--- config.mk ---
export PLATFORM = sky130hd
export DESIGN_NAME = pilot_phase_est
export DESIGN_NICKNAME = d
export VERILOG_FILES = /design/src/rtl/pilot_phase_est.sv
export SDC_FILE = /design/constraint.sdc
export NUM_CORES = 1
export LEC_CHECK = 0
export ABC_AREA = 1
export CELL_PAD_IN_SITES_DETAIL_PLACEMENT = 1
export CELL_PAD_IN_SITES_GLOBAL_PLACEMENT = 1
export CORE_UTILIZATION = 40
export DETAILED_ROUTE_END_ITERATION = 16
export PLACE_DENSITY = 0.83
export RECOVER_POWER = 25
export SKIP_LAST_GASP = 1
export SLEW_MARGIN = 20
export SYNTH_ARGS = -nofsm -noshare
export SYNTH_HDL_FRONTEND = slang
export SYNTH_SLANG_ARGS = --single-unit
--- constraint.sdc ---
create_clock -name clk -period 9.25 [get_ports clk]
set_clock_uncertainty 0.15 [all_clocks]
set_input_delay 1.3875 -clock clk [delete_from_list [all_inputs] [get_ports clk]]
set_output_delay 1.3875 -clock clk [all_outputs]
set_load 0.005 [all_outputs]
--- src/rtl/pilot_phase_est.sv ---
// Pilot-based common-phase (mean pilot) and phase-slope (hi-lo group difference) estimator.
// Optional inter-symbol IIR smoothing of the phase output when PH_SMOOTH_EN is defined.
module pilot_phase_est #(
   parameter int unsigned DW       = 16,
   parameter int unsigned LOGN     = 3,
   parameter int unsigned GRP_BIT  = 1,
   parameter int unsigned ALPHA_SH = 2
) (
   input  logic                 clk,
   input  logic                 rst,
   input  logic                 start,
   input  logic signed [DW-1:0] datin_Re,
   input  logic signed [DW-1:0] datin_Im,
   input  logic                 datin_val,
   output logic signed [DW-1:0] ph_Re,
   output logic signed [DW-1:0] ph_Im,
   output logic signed [DW-1:0] slp_Re,
   output logic signed [DW-1:0] slp_Im,
   output logic                 ph_oval,
   output logic                 busy
);

   localparam int unsigned AW = DW + LOGN - 1;
   localparam int unsigned SW = DW + LOGN;
   localparam logic [LOGN-1:0] IDX_LAST = '1;
   localparam logic signed [SW-1:0] SAT_MAX = {{(LOGN+1){1'b0}}, {(DW-1){1'b1}}};
   localparam logic signed [SW-1:0] SAT_MIN = {{(LOGN+1){1'b1}}, {(DW-1){1'b0}}};

   typedef enum logic [1:0] {StIdle, StAcc, StCalc, StOut} state_e;

   state_e               r_state, w_state_d;
   logic [LOGN-1:0]      r_idx;
   logic signed [AW-1:0] r_lo_re, r_lo_im, r_hi_re, r_hi_im;
   logic signed [SW-1:0] r_sum_re, r_sum_im, r_diff_re, r_diff_im;
   logic signed [DW-1:0] r_ph_re, r_ph_im, r_slp_re, r_slp_im;
   logic                 r_ph_oval;

   logic                 w_accept;
   logic signed [AW-1:0] w_re_ext, w_im_ext;
   logic signed [DW-1:0] w_ph_new_re, w_ph_new_im, w_ph_nxt_re, w_ph_nxt_im;
   logic signed [DW-1:0] w_slp_new_re, w_slp_new_im;

   function automatic logic signed [DW-1:0] f_sat(input logic signed [SW-1:0] x);
      if (x > SAT_MAX) return {1'b0, {(DW-1){1'b1}}};
      else if (x < SAT_MIN) return {1'b1, {(DW-1){1'b0}}};
      else return DW'(x);
   endfunction

   always_comb begin
      w_state_d = r_state;
      if (start) begin
         w_state_d = StAcc;
      end else begin
         unique case (r_state)
            StIdle: w_state_d = StIdle;
            StAcc:  if (datin_val && r_idx == IDX_LAST) w_state_d = StCalc;
            StCalc: w_state_d = StOut;
            StOut:  w_state_d = StIdle;
            default: w_state_d = StIdle;
         endcase
      end
   end

   always_ff @(posedge clk or posedge rst) begin
      if (rst) r_state <= StIdle;
      else     r_state <= w_state_d;
   end

   // start has priority: a coincident sample is dropped
   assign w_accept = (r_state == StAcc) && datin_val && !start;
   assign w_re_ext = AW'(datin_Re);
   assign w_im_ext = AW'(datin_Im);

   assign w_ph_new_re  = DW'(r_sum_re >>> LOGN);
   assign w_ph_new_im  = DW'(r_sum_im >>> LOGN);
   assign w_slp_new_re = f_sat(r_diff_re >>> (LOGN - 1));
   assign w_slp_new_im = f_sat(r_diff_im >>> (LOGN - 1));

`ifdef PH_SMOOTH_EN
   logic r_primed;

   function automatic logic signed [DW-1:0] f_iir(input logic signed [DW-1:0] old_v,
                                                  input logic signed [DW-1:0] new_v);
      logic signed [DW:0] d;
      d = (DW+1)'(new_v) - (DW+1)'(old_v);
      return DW'((DW+1)'(old_v) + (d >>> ALPHA_SH));
   endfunction

   assign w_ph_nxt_re = r_primed ? f_iir(r_ph_re, w_ph_new_re) : w_ph_new_re;
   assign w_ph_nxt_im = r_primed ? f_iir(r_ph_im, w_ph_new_im) : w_ph_new_im;

   // only reset clears primed; an aborted symbol never loads it
   always_ff @(posedge clk or posedge rst) begin
      if (rst)                                r_primed <= 1'b0;
      else if (r_state == StOut && !start)    r_primed <= 1'b1;
   end
`else
   logic w_unused_alpha;
   assign w_unused_alpha = ^ALPHA_SH;
   assign w_ph_nxt_re    = w_ph_new_re;
   assign w_ph_nxt_im    = w_ph_new_im;
`endif

   always_ff @(posedge clk or posedge rst) begin
      if (rst) begin
         r_idx     <= '0;
         r_lo_re   <= '0;
         r_lo_im   <= '0;
         r_hi_re   <= '0;
         r_hi_im   <= '0;
         r_sum_re  <= '0;
         r_sum_im  <= '0;
         r_diff_re <= '0;
         r_diff_im <= '0;
         r_ph_re   <= '0;
         r_ph_im   <= '0;
         r_slp_re  <= '0;
         r_slp_im  <= '0;
         r_ph_oval <= 1'b0;
      end else begin
         r_ph_oval <= 1'b0;
         if (start) begin
            r_idx   <= '0;
            r_lo_re <= '0;
            r_lo_im <= '0;
            r_hi_re <= '0;
            r_hi_im <= '0;
         end else if (w_accept) begin
            r_idx <= r_idx + LOGN'(1);
            if (r_idx[GRP_BIT]) begin
               r_hi_re <= r_hi_re + w_re_ext;
               r_hi_im <= r_hi_im + w_im_ext;
            end else begin
               r_lo_re <= r_lo_re + w_re_ext;
               r_lo_im <= r_lo_im + w_im_ext;
            end
         end
         if (r_state == StCalc && !start) begin
            r_sum_re  <= SW'(r_lo_re) + SW'(r_hi_re);
            r_sum_im  <= SW'(r_lo_im) + SW'(r_hi_im);
            r_diff_re <= SW'(r_hi_re) - SW'(r_lo_re);
            r_diff_im <= SW'(r_hi_im) - SW'(r_lo_im);
         end
         if (r_state == StOut && !start) begin
            r_ph_re   <= w_ph_nxt_re;
            r_ph_im   <= w_ph_nxt_im;
            r_slp_re  <= w_slp_new_re;
            r_slp_im  <= w_slp_new_im;
            r_ph_oval <= 1'b1;
         end
      end
   end

   assign ph_Re   = r_ph_re;
   assign ph_Im   = r_ph_im;
   assign slp_Re  = r_slp_re;
   assign slp_Im  = r_slp_im;
   assign ph_oval = r_ph_oval;
   assign busy    = (r_state != StIdle);

endmodule

* Word-level counts from Yosys, hierarchy flattened
Cells that the tools add are included.
** Operators by class
- Eq/ne operators :: 6
- Order comparisons :: 4
- Reductions and logical operators :: 13
- Multiplexer cells :: 22
- $add $sub $neg :: 9
** Operators by type and width (count)
- 18-bit two-way mux :: 12
- 18-bit by 16-bit adder with 18-bit output :: 4
- 16-bit two-way mux :: 4
- 18-bit by 18-bit adder with 19-bit output :: 2
- 18-bit by 18-bit subtractor with 19-bit output :: 2
- 17-bit by 16-bit > comparator with 1-bit output (second input constant) :: 2
- 17-bit by 16-bit less-than comparator with 1-bit output (second input constant) :: 2
- 3-bit two-way mux :: 2
- 2-bit one-hot mux with 3 select lines :: 1
- 2-bit nonzero test :: 3
- 1-bit logical AND :: 5
- 2-bit equality test (second input constant) :: 2
- 2-bit two-way mux :: 2
- 2-bit AND reduction :: 2
- 3-bit by 1-bit adder with 3-bit output (second input constant) :: 1
- 3-bit equality test (second input constant) :: 1
- 3-bit inequality test (second input constant) :: 1
- 2-bit by 1-bit equality test with 1-bit output (second input constant) :: 1
- 2-bit logical NOT :: 1
- 2-bit inequality test (second input constant) :: 1
- 2-bit OR reduction :: 1
- 1-bit logical NOT :: 1
- 1-bit two-way mux :: 1
** Storage, ports and cells
- Logic and storage cells :: 69
- Output and inout port bits :: 66
- Flip-flop bits (word level) :: 218

* Depth between registers and ports, before layout
- Word-level depth :: 5
- Depth in mapped cells :: 16
- Depth with buffers taken out :: 15

* Least setup slack after synthesis
No wires, ideal clock.
- Path kind :: in2reg
- Start point :: input datin_Im[0]
- End point :: register r_hi_im[16]
- Path buffers :: 0
- Data required time :: 8983 ps
- Library setup time :: 117 ps
- Stages :: 12
- Path slack :: 6293 ps
- Data arrival time :: 2690 ps
- Cells stage by stage :: ha_1 -> inv_1 -> fa_1 -> nand3b_1 -> nand2_1 -> nand3_1 -> nand2_1 -> nand3_1 -> nand2_1 -> nand2_1 -> nand3_1 -> nand2_1
** On the way
- Longest elaborated chain between the ends :: 4
** Ends and longest elaborated chain
- from (decl) :: RTL line 13 : input logic signed [DW-1:0] datin_Im,
- 18-bit by 16-bit adder with 18-bit output :: RTL line 132 : r_hi_im <= r_hi_im + w_im_ext;
- 18-bit two-way mux :: RTL line 130 : if (r_idx[GRP_BIT]) begin
- 18-bit two-way mux :: RTL line 128 : end else if (w_accept) begin
- 18-bit two-way mux :: RTL line 122 : if (start) begin
- to (signal assigned) :: RTL line 132
- to (decl) :: RTL line 33 : logic signed [AW-1:0] r_lo_re, r_lo_im, r_hi_re, r_hi_im;
No other way between the ends. The select of a mux whose other input is x is not followed.
A chain may end at the register's enable or synchronous reset.

==> flow_metrics.tcl <==
set metrics [dict create \
    status "finished, violations left" \
    violated_checks "max-capacitance violations, max-slew violations" \
    slew_headroom_pct -221 \
    power-per-cell-area_mw_per_mm2 257 \
    vias_in_the_first_global_route 16803 \
    max_rail_drop_vdd_uv 98.1 \
    antenna_found_initial 0 \
    placeableCoreArea_sq_mm 0.0389 \
    avgViaCountPerCell 5.34 \
    clk-insertion-delay-late_ns 0.54 \
    clock_root_buffer "sky130_fd_sc_hd__clkbuf_16" \
    compound_gate_portion_of_the_synthesized_area_pct 13.5 \
    synth_top_cells_by_count "802 x sky130_fd_sc_hd__nand2_1, 249 x sky130_fd_sc_hd__inv_1, 215 x sky130_fd_sc_hd__nor2_1" \
    remaining_global_route_overflow 0 \
    crit_path_frequent_cell "sky130_fd_sc_hd__buf_4" \
    synthAdderAreaFrac_pct 11.8 \
    cap_viol_max_count 2 \
    timing_worst_setup_path_type "in -> async" \
    post_synth_xor_area_fraction_pct 1.38 \
    synth_area_leader_cell "sky130_fd_sc_hd__dfrtp_1" \
    port-buffer-count 101 \
    yosysWarningCount 0 \
    die_height_um 201 \
    clock_sinks 208 \
    postSynth.asyncResetShare_pct 100 \
    cpLargestDelayFamily "buffers and inverters" \
    post_cts_hold_buffer_count 0 \
    synth_area_per_cell_sq_um 6.75 \
    ctsLongestPathBuffers 3 \
    final.hold.worst_slack_ns 0.324 \
    critPathSlowestCell "sky130_fd_sc_hd__clkinvlp_2" \
    clock_tree.htree_level_count 1 \
    antennaDiodeCount 0 \
    ys_top_cells_by_area "sky130_fd_sc_hd__dfrtp_1 33%, sky130_fd_sc_hd__nand2_1 19%, sky130_fd_sc_hd__ha_1 11%" \
    yosysMostFrequentCell "sky130_fd_sc_hd__nand2_1" \
    worst_ep_required_ns 9.68 \
    post-route-cell-area_sq_mm 0.0180 \
    static_leakage_nw 9.71 \
    detail_route.first_pass.iterations 5 \
    instances_no_fill 2957 \
    synth_top_flop_cell "sky130_fd_sc_hd__dfrtp_1" \
    worst-slew-pin-transition_ns 4.80 \
    multiInputGateArea_sq_mm 0.00933 \
    flow.area_growth_from_synthesis_pct 13.5 \
    finalSetupTns_ns 0 \
    routed_wl_mm 52.4 \
    grt_start_max_net_pins 106 \
    report.final.setup_viol 0 \
    final-hold-violation-count 0 \
    gpl.final_weighted_congestion 0.907 \
    syn-cell-area_sq_mm 0.0159 \
    seq_area_sq_mm 0.00520 \
    cts_post_setup_buffers_inserted 0 \
    synth.top_cell.area_share_pct 32.8 \
    largest_family_of_logic_cells_by_synthesized_area "simple AND/OR/NAND/NOR gates" \
    drive_above_1_share_pct 3.69 \
    number_of_core_rows 72 \
    cts.clk_slew.worst_paths_ns 0.06 \
    critical_path.endpoint_type "async pin" \
    numPlacedInstances 2911 \
    detailed_place.area_sq_mm 0.0172 \
    synth.mux.area_fraction_pct 0 \
    fillerInstances 5155 \
    top_level_ports 102 \
    holdCritPathClass "reg -> reg" \
    num_vias 15794 \
    detail_route.wl_per_cell_um 17.7 \
    drt_drc 0 \
    cell_count_after_synthesis 2353 \
    dieArea_sq_mm 0.0405 \
    mappedNetlistNets 2536 \
    layout_min_cycle_time_ns 5.74 \
    drt.antenna.violating_nets 0 \
    critical_path.max_fanout 105 \
    period_utilization_post_route_pct 62.0 \
    cts_tree "built" \
    startpoint_type "input port" \
    detailedPlace.worstSlack_ns 5.01 \
    synth_seq_cells 208 \
    rsz0062_at_grt "no" \
    worst_path_largest_cell_delay_ns 2.68 \
    floorplan.die.width_um 201 \
    slew_violations 150 \
    cp_data_arrival_time_ns 6.17 \
    post_cts_resized 0 \
    synth.lib_cells_used.distinct 38 \
    post_synth_and_or_nand_nor_area_fraction_pct 32.0 \
    design_power_total_mw 4.63 \
    final_core_utilization_pct 46.3 \
    wire_length_of_the_first_global_routing_pass_mm 86.8 \
    detailed_place_hpwl_mm 41.2 \
    track_usage_pct 26.1 \
    initial_cell_density_of_the_core_pct 40.8 \
    cell_by_cell_listing_of_the_critical_path "clkdlybuf4s50_1 -> clkinvlp_2 -> buf_4 -> buf_4" \
    layout.nets 2603 \
    timing.final.ws_setup_ns 3.51 \
    drt-initial-drc-count 820 \
    synth-seq-area-share_pct 32.8 \
    synth_enable_flop_cells 0 \
    max_clock_freq_ghz 0.174 \
    critical_path.n_buffers_inverters 4 \
    tritoncts_buffers 25 \
]
==> layout by cell type, fill, tap and decap left out, types with 7 or more instances in the layout <==
cell type	n
sky130_fd_sc_hd__ha_1	143
sky130_fd_sc_hd__o21bai_1	25
sky130_fd_sc_hd__nand4_1	22
sky130_fd_sc_hd__inv_1	249
sky130_fd_sc_hd__a21oi_2	11
sky130_fd_sc_hd__nor2_2	7
sky130_fd_sc_hd__o21ai_1	19
sky130_fd_sc_hd__nor3_1	17
sky130_fd_sc_hd__o21ai_0	115
sky130_fd_sc_hd__nor2_1	215
sky130_fd_sc_hd__a21o_1	7
sky130_fd_sc_hd__nand3b_1	9
sky130_fd_sc_hd__clkdlybuf4s50_1	100
sky130_fd_sc_hd__nand2_2	9
sky130_fd_sc_hd__clkbuf_16	25
sky130_fd_sc_hd__o22ai_1	15
sky130_fd_sc_hd__nand3_1	162
sky130_fd_sc_hd__clkbuf_1	7
sky130_fd_sc_hd__inv_2	10
sky130_fd_sc_hd__a21oi_1	184
sky130_fd_sc_hd__dfrtp_1	208
sky130_fd_sc_hd__xor2_1	25
sky130_fd_sc_hd__nand2_1	801
==> kinds of logic (layout without fill, tap and decap cells) <==
kind of cell	Yosys count	count (layout)
adders and majority gates	147	147
AOI/OAI and AO/OA	393	393
DFF	208	208
xor gates and xnor gates	25	25
buffers and inverters	327	413
and+or+nand+nor	1253	1253
==> per-layer routing <==
metal	share of wire (%)	routed length (um)	global-route usage, %	up-vias
li1	-	-	-	7731
met1	49	25700	36.8	7660
met2	45	23400	42.7	319
met3	3.6	1890	2.28	84
met4	2.6	1340	6.95	0
met5	0	0	0	-
==> sequential cells by signal, indices dropped and copies added, names as in the netlist, 16 cells and up <==
name,cells
r_diff_re,17
slp_Re,16
ph_Re,16
r_hi_re,18
r_sum_im,16
r_lo_re,18
r_lo_im,18
ph_Im,16
r_hi_im,18
slp_Im,16
r_diff_im,17
r_sum_re,16
==> cell type report <==
type,instances,share of cell area [%]
multi-input cells,1818,51.7
repair buffers,106,5.77
clock inverters,14,0.840
inverters,261,5.45
clock buffers,32,3.73
flip-flops and latches,208,28.9
well taps,518,3.59
==> worst register-to-register path, delay by kind of cell, from the launching register on <==
kind,cells,cell delay [ns]
buffers and inverters,2,2.47
flip-flops,1,0.43
AND/OR/NAND/NOR,2,0.42
adder cells (fa/ha/maj),1,0.20
AO/OA/AOI/OAI,1,0.09
==> power breakdown <==
part / internal [mW] / total (mW) / leakage (nW) / switching (mW)
clock network: 0.578 / 1.00 / 0.411 / 0.424
registers: 1.23 / 1.48 / 2.71 / 0.241
logic: 0.803 / 2.15 / 6.58 / 1.35
==> worst paths after layout <==
kind / start / to / slack (ns) / cells after the start
min reg2reg: r_sum_im[10] / ph_Im[7] / 0.32 / 2
min: r_sum_im[10] / ph_Im[7] / 0.32 / 2
max reg2reg: r_state[1] / slp_Re[3] / 5.34 / 6
max in group clk: start / slp_Re[3] / 3.72 / 7
min in group asynchronous: rst / slp_Re[12] / 2.50 / 2
max: rst / r_hi_im[4] / 3.51 / 4
Note: power is estimated with default switching activity, not from simulation.
